<file path="config.mk">
export PLATFORM = sky130hd
export DESIGN_NAME = if_fetch_unit
export DESIGN_NICKNAME = d
export VERILOG_FILES = /design/src/rtl/if_fetch_unit.sv
export SDC_FILE = /design/constraint.sdc
export NUM_CORES = 1
export LEC_CHECK = 0
export BUFFER_PORTS_ARGS = -buffer_cell sky130_fd_sc_hd__clkbuf_2
export CORE_MARGIN = 10
export CORE_UTILIZATION = 40
export CTS_BUF_LIST = sky130_fd_sc_hd__clkbuf_8
export CTS_CLUSTER_SIZE = 20
export DETAILED_ROUTE_END_ITERATION = 16
export PLACE_DENSITY = 0.7
export SYNTH_ARGS = -nofsm -noshare
export SYNTH_HDL_FRONTEND = slang
export SYNTH_SLANG_ARGS = --single-unit
export TNS_END_PERCENT = 30
</file>
<file path="constraint.sdc">
create_clock -name clk_i -period 2.05 [get_ports clk_i]
set_input_delay 0.1025 -clock clk_i [delete_from_list [all_inputs] [get_ports clk_i]]
set_output_delay 0.1025 -clock clk_i [all_outputs]
set_load 0.01 [all_outputs]
</file>
<file path="src/rtl/if_fetch_unit.sv">
// Instruction-fetch stage: owns the PC, keeps one request outstanding on the
// instruction bus, and presents {pc, inst, exc} to IF/ID through a one-entry buffer.
//
// state  | meaning
// S_REQ  | idle or requesting; misaligned PCs are turned into exception entries here
// S_WAIT | request accepted, waiting for data_ok to fill the buffer
// S_DROP | request cancelled by a flush, waiting for data_ok to discard it
module if_fetch_unit #(
    parameter logic [31:0] RESET_PC = 32'hBFC0_0000
) (
    input  logic        clk_i,
    input  logic        rst_ni,
    input  logic        stall_i,
    input  logic        flush_i,
    input  logic [31:0] flush_pc_i,
    input  logic        branch_i,
    input  logic [31:0] branch_target_i,
    output logic        inst_req_o,
    output logic [31:0] inst_addr_o,
    input  logic        inst_addr_ok_i,
    input  logic        inst_data_ok_i,
    input  logic [31:0] inst_rdata_i,
    output logic [31:0] if_pc_o,
    output logic [31:0] if_inst_o,
    output logic        addr_exception_o,
    output logic        if_valid_o
);

    localparam logic [1:0] S_REQ  = 2'd0;
    localparam logic [1:0] S_WAIT = 2'd1;
    localparam logic [1:0] S_DROP = 2'd2;

    logic [1:0]  state_q;
    logic [31:0] pc_q;
    logic        buf_valid_q;
    logic [31:0] buf_pc_q;
    logic [31:0] buf_inst_q;
    logic        buf_exc_q;
    logic        redir_valid_q;
    logic [31:0] redir_target_q;

    logic        aligned;
    logic        buf_free;
    logic        req;
    logic        redir_valid_eff;
    logic [31:0] redir_target_eff;
    logic [31:0] pc_next;

    assign aligned  = (pc_q[1:0] == 2'b00);
    // Buffer can take a new entry if it is empty or being consumed this cycle.
    assign buf_free = !buf_valid_q || !stall_i;
    assign req      = rst_ni && (state_q == S_REQ) && buf_free && aligned;

    // A branch in the same cycle as an advance must already steer that advance.
    assign redir_valid_eff  = branch_i || redir_valid_q;
    assign redir_target_eff = branch_i ? branch_target_i : redir_target_q;
    assign pc_next          = redir_valid_eff ? redir_target_eff : pc_q + 32'd4;

    always_ff @(posedge clk_i or negedge rst_ni) begin
        if (!rst_ni) begin
            state_q        <= S_REQ;
            pc_q           <= RESET_PC;
            buf_valid_q    <= 1'b0;
            buf_pc_q       <= 32'h0;
            buf_inst_q     <= 32'h0;
            buf_exc_q      <= 1'b0;
            redir_valid_q  <= 1'b0;
            redir_target_q <= 32'h0;
        end else if (flush_i) begin
            pc_q          <= flush_pc_i;
            buf_valid_q   <= 1'b0;
            redir_valid_q <= 1'b0;
            case (state_q)
                S_WAIT, S_DROP: state_q <= inst_data_ok_i ? S_REQ : S_DROP;
                S_REQ:          state_q <= (req && inst_addr_ok_i) ? S_DROP : S_REQ;
                default:        state_q <= S_REQ;
            endcase
        end else begin
            redir_valid_q  <= redir_valid_eff;
            redir_target_q <= redir_target_eff;
            if (buf_valid_q && !stall_i) begin
                buf_valid_q <= 1'b0;
            end
            case (state_q)
                S_REQ: begin
                    if (aligned) begin
                        if (req && inst_addr_ok_i) begin
                            state_q <= S_WAIT;
                        end
                    end else if (buf_free) begin
                        buf_valid_q   <= 1'b1;
                        buf_pc_q      <= pc_q;
                        buf_inst_q    <= 32'h0;
                        buf_exc_q     <= 1'b1;
                        pc_q          <= pc_next;
                        redir_valid_q <= 1'b0;
                    end
                end
                S_WAIT: begin
                    if (inst_data_ok_i) begin
                        buf_valid_q   <= 1'b1;
                        buf_pc_q      <= pc_q;
                        buf_inst_q    <= inst_rdata_i;
                        buf_exc_q     <= 1'b0;
                        pc_q          <= pc_next;
                        redir_valid_q <= 1'b0;
                        state_q       <= S_REQ;
                    end
                end
                S_DROP: begin
                    if (inst_data_ok_i) begin
                        state_q <= S_REQ;
                    end
                end
                default: state_q <= S_REQ;
            endcase
        end
    end

    assign inst_req_o       = req;
    assign inst_addr_o      = pc_q;
    assign if_valid_o       = buf_valid_q;
    assign if_pc_o          = buf_valid_q ? buf_pc_q : 32'h0;
    assign if_inst_o        = buf_valid_q ? buf_inst_q : 32'h0;
    assign addr_exception_o = buf_valid_q && buf_exc_q;

endmodule
</file>
== After elaboration in Yosys (flattened, before gate mapping) ==
Cells that the tools add are included.

* Register bits after elaboration: 133
* Input port bits: 103
* Logic and storage cells: 79

* $add $sub $neg: 1
* Eq/ne operators: 11
* Mux-type cells: 40
* Bitwise gates (word level): 1
* Reductions and logical operators: 18

{| class="wikitable"
|+ Operators with widths
! cell !! count
|-
| 2-to-1 mux 32 bit || 14
|-
| case mux 32 bit (2 select lines) || 3
|-
| adder 32 x 3 -> 32 bit, second input constant || 1
|-
| 2-to-1 mux 1 bit || 12
|-
| 2-to-1 mux 2 bit || 6
|-
| inequality test 3 bit, second input constant || 4
|-
| case mux 2 bit (2 select lines) || 2
|-
| logical AND 1 bit || 6
|-
| inequality test 2 bit, second input constant || 3
|-
| case mux 1 bit (2 select lines) || 3
|-
| AND reduction 5 bit || 1
|-
| logical NOT 2 bit || 2
|-
| AND reduction 4 bit || 1
|-
| inequality test 3 x 1 -> 1 bit, second input constant || 1
|-
| inequality test 3 x 2 -> 1 bit, second input constant || 1
|-
| AND reduction 3 bit || 1
|-
| nonzero test 3 bit || 1
|-
| == test 2 x 1 -> 1 bit, second input constant || 1
|-
| == test 2 bit, second input constant || 1
|-
| logical NOT 1 bit || 2
|-
| logical OR 1 bit || 2
|-
| nonzero test 2 bit || 1
|-
| OR reduction 2 bit || 1
|-
| NOT 1 bit || 1
|}

== Longest topological paths before layout ==
Gate-level depths: netlist of the first run.

* Depth in word-level cells: 9
* Depth in mapped cells: 10
* Mapped depth without buffers: 7

== Least setup slack after synthesis of the first run ==
OpenSTA, ideal clock, no wires.

* Kind: register -> register
* From: register pc_q[2], in the netlist inst_addr_o[2]
* To: register pc_q[18], in the netlist inst_addr_o[18]
* Data arrival time: 1.893 ns
* Data required time: 1.924 ns
* Path slack: 0.031 ns
* Cell stages (with the launch flop): 7
* Path through: dfrtp_1 ha_1 nand3_4 nor4_4 nand2_2 mux2_4 a221o_1

* Word-level cells in the longest chain between the ends: 6
* Elaborated cells on any way between the ends: 7

{| class="wikitable"
|+ RTL lines
! what !! RTL line !! source
|-
| start, declared || 34 || <nowiki>logic [31:0] pc_q;</nowiki>
|-
| start signal, assigned || 70 || <nowiki>pc_q <= flush_pc_i;</nowiki>
|-
| start signal, assigned || 95 || <nowiki>pc_q <= pc_next;</nowiki>
|-
| start signal, assigned || 105 || <nowiki>pc_q <= pc_next;</nowiki>
|-
| adder 32 x 3 -> 32 bit (*) || 57 || <nowiki>assign pc_next = redir_valid_eff ? redir_target_eff : pc_q + 32'd4;</nowiki>
|-
| 2-to-1 mux 32 bit (*) || 57 ||
|-
| 2-to-1 mux 32 bit || 90 || <nowiki>end else if (buf_free) begin</nowiki>
|-
| 2-to-1 mux 32 bit || 86 || <nowiki>if (aligned) begin</nowiki>
|-
| case mux 32 bit (2 select lines) (*) || 84 || <nowiki>case (state_q)</nowiki>
|-
| 2-to-1 mux 32 bit (*) || 69 || <nowiki>end else if (flush_i) begin</nowiki>
|}

Mark *: on every way between the ends. The rest lies on a longest branch, timed or not. The select of a mux whose other input is x is not followed.
A chain may end at the register's enable or synchronous reset.

== Final worst setup path of the first run ==
* From: register state_q[1]
* To: register pc_q[18], in the netlist inst_addr_o[18]

* Word-level cells in the longest chain between the ends: 3
* Elaborated cells on any way between the ends: 9

{| class="wikitable"
|+ RTL lines
! what !! RTL line !! source
|-
| start, declared || 33 || <nowiki>logic [1:0] state_q;</nowiki>
|-
| start signal, assigned || 74 || <nowiki>S_WAIT, S_DROP: state_q <= inst_data_ok_i ? S_REQ : S_DROP;</nowiki>
|-
| start signal, assigned || 75 || <nowiki>S_REQ: state_q <= (req && inst_addr_ok_i) ? S_DROP : S_REQ;</nowiki>
|-
| == test 2 x 1 -> 1 bit / logical NOT 2 bit (equally long branches) || 84 ||
|-
| inequality test 3 bit (no source line), or another cell as far along || - ||
|-
| AND reduction 4 bit (no source line) / 2-to-1 mux 32 bit (equally long branches) || - ||
|}

Parallel ways exist; a longest one is shown, timed or not.

==> results.yml, run 1 <==
critical_path:
  path_max_fanout: 9
  start_kind: "flip-flop"
  crit_slowest_cell: "dfrtp_1"
  cp-end-kind: "flip-flop"
  crit_buf_inv: 1
  reg2reg_depth: 7
  critPathTopFamily: "multiplexers"
  cp_cell_sequence: "inv_1, ha_1, mux2_2, o21ai_4, nor2_1, mux2_4, a221o_1"
  crit_arrival_ns: 2.29
  crit_type: "reg -> reg"
  max_stage_delay_ns: 0.40
  required_ns: 2.38
  cp.depth: 7
route:
  wirelength_mm: 24.8
  drtPass1Iterations: 5
  ant_nets: 0
  via_per_inst: 5.29
  drc: 0
  wl_per_cell_um: 18.3
  vias: 7171
  drt_iter0_drc: 601
grt:
  grt_overflow_total: 0
  grt_max_degree: 134
  antenna_found_initial: 0
  grt_pass1_vias: 7177
  grt_use_total: 0.206
  grt_first_pass_wirelength_mm: 39.7
power:
  peakVddDrop_v: 0.000479
  powerDensity_nw_per_um2: 1030
  p_leak_uw: 0.00503
clock_tree:
  cts_max_path_buffers: 2
  clock_sinks: 133
  clock-root-buffer: "clkbuf_8"
  htreeDepth: 4
  path_clk_slew_ns: 0.07
  clkLatencyLatePin_ns: 0.44
  cts_made_buffers: 17
  cts_tree: "yes"
synthesis:
  synth-edff-count: 0
  synth_area_leaders: "dfrtp_1 44%, nand2_1 11%, and2_1 5.9%"
  synth.cell_area_um2: 7100
  ys_ff_latch: 133
  synth_top_area_frac: 0.437
  synthCells: 800
  yosys.area.top_type: "dfrtp_1"
  ys.flop_type: "dfrtp_1"
  syn_area_per_cell_um2: 8.88
  yosysSeqAreaShare: 0.470
  synth_nets: 907
  synth_cell_types: 63
  async_reset_ff_frac: 1.00
  ys_warn_count: 0
timing:
  fin_crit_sh: 0.957
  max_freq_mhz: 510
  hold_violations: 0
  min_period_ns: 1.96
  slew_viol_final: 0
  tightest_slew_ns: 0.730
  setup_viol: 0
  tns_ns: 0
  grt_setup_unrepaired: "yes"
  fin_skew_ns: 0.00896
  maxSlewHeadroom: 0.513
final_layout:
  drive_gt1_frac: 0.304
  diodes: 0
  area_growth_pct: 42.7
  nNetsFinal: 1227
  design_area_um2: 10100
placement:
  dp_hpwl_mm: 17.0
  placed_cell_area_um2: 8590
  gp_congestion: 0.872
  port_buffers: 201
hold_path:
  holdPathStages: 4
  hp-class: "in -> reg"
die:
  die-area_um2: 23500
  die_height_um: 153
  initial_core_util: 0.409
  io_pins: 202
  coreArea_um2: 17400
  row_count: 48
  die_w_um: 153
job:
  cap_violations: 0
run_status:
  status: "complete, no violations"
per-layer routing:
layer  share of wire  global-route usage  routed length, um  vias to the layer above
met5               0                   0                  0                        -
met4           0.013              0.0500                323                        0
met3           0.080              0.0519               2000                       27
met2            0.47               0.319              11600                      333
met1            0.44               0.281              10900                     3414
li1                -                   -                  -                     3397
worst register-to-register path, delay by kind of cell (launching register included):
kind,cells,cell delay (ns)
AOI/OAI and AO/OA,2,0.46
buffers and inverters,1,0.09
muxes,2,0.66
DFF,1,0.40
adders and majority gates,1,0.17
and+or+nand+nor,1,0.08
flip-flops by register name (all words and copies together) (netlist names):
name / cells
buf_inst_q: 32
buf_pc_q: 32
inst_addr_o: 32
redir_target_q: 32
state_q: 2
buf_exc_q: 1
if_valid_o: 1
redir_valid_q: 1
placed cells by master, fill, tap and decap left out, drive strengths merged, types with 4 or more instances in the layout:
cell,count
mux2i,10
mux2,30
nand3,52
nand2,202
dfstp,9
a221o,9
clkbuf,218
and2,67
o21ai,47
xor2,8
ha,4
and4,8
a21oi,36
nor3,12
and3,7
buf,58
nor2,22
o221ai,7
clkinv,4
nand4,12
dlygate4sd3,101
o211ai,6
dfrtp,124
inv,15
bufinv,7
cells by family (layout without fill, tap and decap cells):
logic type,count (synthesis),count (layout),share of synthesized area
multiplexers,40,40,0.0622
flip-flops,133,133,0.470
buffers and inverters,74,405,0.0472
AND/OR/NAND/NOR,399,399,0.274
adder cells (fa/ha/maj),4,4,0.00705
AO/OA/AOI/OAI,140,140,0.127
XOR/XNOR,10,10,0.0123
layout make-up:
class | instances | area (um^2)
fillers | 1511 | 7220
multi-input cells | 593 | 3440
flip-flops and latches | 133 | 3340
repair buffers | 360 | 2520
well taps | 225 | 282
clock inverters | 13 | 256
clock buffers | 17 | 234
inverters | 15 | 56.3
final timing paths:
| kind | endpoint | from | slack, ns |
|---|---|---|---|
| worst min register to register | buf_inst_q[2] | buf_inst_q[2] | 0.46 |
| min in group asynchronous | redir_target_q[0] | rst_ni | 0.35 |
| worst max register to register | inst_addr_o[18] | state_q[1] | 0.09 |
| max in group asynchronous | buf_inst_q[30] | rst_ni | 1.18 |
| worst min-delay path | state_q[1] | inst_data_ok_i | 0.10 |
| worst max-delay path | inst_addr_o[18] | state_q[1] | 0.09 |
report_power, final:
| part | leakage (uW) | total (uW) | switching, uW | internal (uW) |
|---|---|---|---|---|
| clock network | 0.000238 | 2730 | 1050 | 1680 |
| logic | 0.00314 | 3930 | 2260 | 1670 |
| registers | 0.00166 | 3770 | 465 | 3310 |
| total | 0.00503 | 10400 | 3780 | 6660 |
through the flow:
| stage | total power [uW] | worst slack, ns | hold WS, ns | utilization | std cells |
|---|---|---|---|---|---|
| 4_1_cts | 10400 | 0.0412 | 0.0715 | 0.581 | 1353 |
| 6_report | 10400 | 0.0882 | 0.100 | 0.584 | 1356 |
| 2_1_floorplan | 5830 | 0.0314 | -0.193 | - | 800 |
| 5_1_grt | 11100 | -0.0137 | 0.107 | 0.584 | 1356 |
| 3_5_place_dp | 7500 | 0.0617 | 0.295 | 0.495 | 1222 |
| 3_3_place_gp | 7420 | 0.0994 | 0.300 | 0.495 | 1222 |
synthesized netlist by cell type, types with 8 or more instances:
cell,number
nand2_1,200
dfrtp_1,124
and2_1,67
nand3_1,51
o21ai_0,47
a21oi_1,36
clkbuf_1,34
mux2_2,29
nor2_1,22
buf_2,16
inv_1,15
nor3_1,12
mux2i_1,10
nand4_1,10
a221o_1,9
dfstp_2,9
xor2_1,8
what timing repair did:
item / CTS / global route
setup buffers: 0 / 2
hold endpoints to repair: 222 / 0
setup endpoints to repair: 0 / 8
hold buffers: 101 / 0
resized for setup: 0 / 6
No activity file was read; power rests on OpenSTA's default activity.
==> run 2: changes to the inputs <==
==> constraint.sdc (replaced) <==
create_clock -name clk_i -period 2.05 [get_ports clk_i]
set_input_delay 0.41 -clock clk_i [delete_from_list [all_inputs] [get_ports clk_i]]
set_output_delay 0.41 -clock clk_i [all_outputs]
set_load 0.01 [all_outputs]
==> run 2 against run 1 <==
Compared with the run above:
- setup slack lost 0.060 ns
- count of clock-buffer cells in the layout grew 2
- non-clock buffer count shrank 99
- critical path depth shrank 2
- total power shrank 7.5%
- wire length shrank 5.7%
- die area is the same
- register-to-register slack is essentially flat
- clock skew grew 0.0070 ns
- via count shrank 6.5%
- first-iteration DRC count shrank 11%
==> results.yml, run 2 (synthesis results as in run 1) <==
clock_tree:
  clock-root-buffer: "clkbuf_8"
  cts_tree: "yes"
  clkLatencyLatePin_ns: 0.46
  path_clk_slew_ns: 0.08
  clock_sinks: 133
  htreeDepth: 4
  cts_max_path_buffers: 2
  cts_made_buffers: 17
final_layout:
  nNetsFinal: 1128
  final_util: 0.522
  diodes: 0
  design_area_um2: 9060
  fillers: 1636
  layout_commonest_cell: "clkbuf_2"
  area_growth_pct: 27.6
  stdcell_count: 1259
  drive_gt1_frac: 0.337
  final_cell_mix: "200 x clkbuf_2, 199 x nand2_1, 124 x dfrtp_1"
timing:
  fin_hold_ws_ns: 0.0855
  slew_viol_final: 0
  max_freq_mhz: 495
  min_period_ns: 2.02
  setup_viol: 0
  grt_setup_unrepaired: "yes"
  fin_crit_sh: 0.986
  maxSlewHeadroom: 0.505
  tightest_slew_ns: 0.743
  hold_violations: 0
  fin_skew_ns: 0.0160
critical_path:
  required_ns: 1.64
  cp_cell_sequence: "inv_1, ha_1, buf_4, and4_4, clkbuf_2"
  crit_slowest_cell: "dfrtp_1"
  r2r_start: "state_q[1]"
  path_max_fanout: 4
  r2r-end: "inst_addr_o[18]"
  crit_type: "reg -> out"
  cp-end-kind: "primary output"
  max_stage_delay_ns: 0.42
  r2r_slack_ns: 0.09
  crit_arrival_ns: 1.61
  start_kind: "flip-flop"
  reg2reg_depth: 7
route:
  via_per_inst: 5.33
  wirelength_mm: 23.4
  vias: 6705
  drt_iter0_drc: 536
  drtPass1Iterations: 5
  drc: 0
  wl_per_cell_um: 18.6
  ant_nets: 0
placement:
  dp_hpwl_mm: 17.2
  gp_congestion: 0.892
  dp.cells: 1225
  port_buffers: 201
  placed_cell_area_um2: 8630
die:
  coreArea_um2: 17400
  die_w_um: 153
  initial_core_util: 0.409
  row_count: 48
  die_height_um: 153
  die-area_um2: 23500
  io_pins: 202
power:
  peakVddDrop_v: 0.000466
  powerDensity_nw_per_um2: 1070
  p_leak_uw: 0.00459
grt:
  grt_max_degree: 134
  grt_use_total: 0.195
  antenna_found_initial: 0
  grt_first_pass_wirelength_mm: 37.4
  grt_pass1_vias: 6773
  grt_overflow_total: 0
hold_path:
  hp-class: "in -> async"
job:
  cap_violations: 0
run_status:
  status: "complete, no violations"
[run 2: worst max-delay path by stage]
stage                    from         endpoint
6_report           state_q[0]       inst_req_o
3_5_place_dp       state_q[1]  inst_addr_o[13]
2_1_floorplan  inst_addr_o[2]  inst_addr_o[18]
3_3_place_gp       state_q[1]  inst_addr_o[18]
5_1_grt            state_q[0]       inst_req_o
4_1_cts            state_q[1]       inst_req_o
[run 2: cell type report]
class,count,area (um^2),area share
Timing Repair Buffer,261,1560,0.172
Clock buffer,19,262,0.0289
Clock inverter,13,110,0.0121
Tap cell,225,282,0.0311
Inverter,15,56.3,0.00621
Sequential cell,133,3340,0.368
Multi-Input combinational cell,593,3460,0.381
[run 2: timing repair]
action | in CTS | in global routing
hold buffers | 0 | 0
endpoints found under the setup margin | 67 | 12
buffers inserted | 0 | 2
gates resized for setup | 4 | 7
cloned | 0 | 0
[run 2: critical path, delay by kind of cell (launching register included)]
kind          cells  cell delay, ns
flops             1            0.42
simple gates      1            0.21
buf+inv           3            0.34
fa+ha+maj         1            0.20
[run 2: per-stage QoR]
step | worst slack [ns] | power, uW | TNS, ns
2_1_floorplan | 0.0314 | 5830 | 0
3_3_place_gp | 0.0832 | 7440 | 0
3_5_place_dp | -0.00969 | 7520 | -0.00969
4_1_cts | 0.00138 | 9670 | 0
5_1_grt | -0.0467 | 10300 | -0.0531
6_report | 0.0278 | 9650 | 0
[run 2: per-layer routing]
metal | share of wire | GRT usage | wire, um | vias up
met5 | 0 | 0 | 0 | -
met4 | 0.020 | 0.0640 | 471 | 0
li1 | - | - | - | 3206
met2 | 0.44 | 0.289 | 10300 | 326
met1 | 0.45 | 0.267 | 10600 | 3140
met3 | 0.087 | 0.0539 | 2030 | 33
[run 2: power by group]
group	leakage, uW	internal [uW]	total, uW	switching, uW
Sequential	0.00166	3310	3770	465
Combinational	0.00273	1560	3770	2210
Clock	0.000196	1020	2120	1100
Total	0.00459	5880	9650	3770
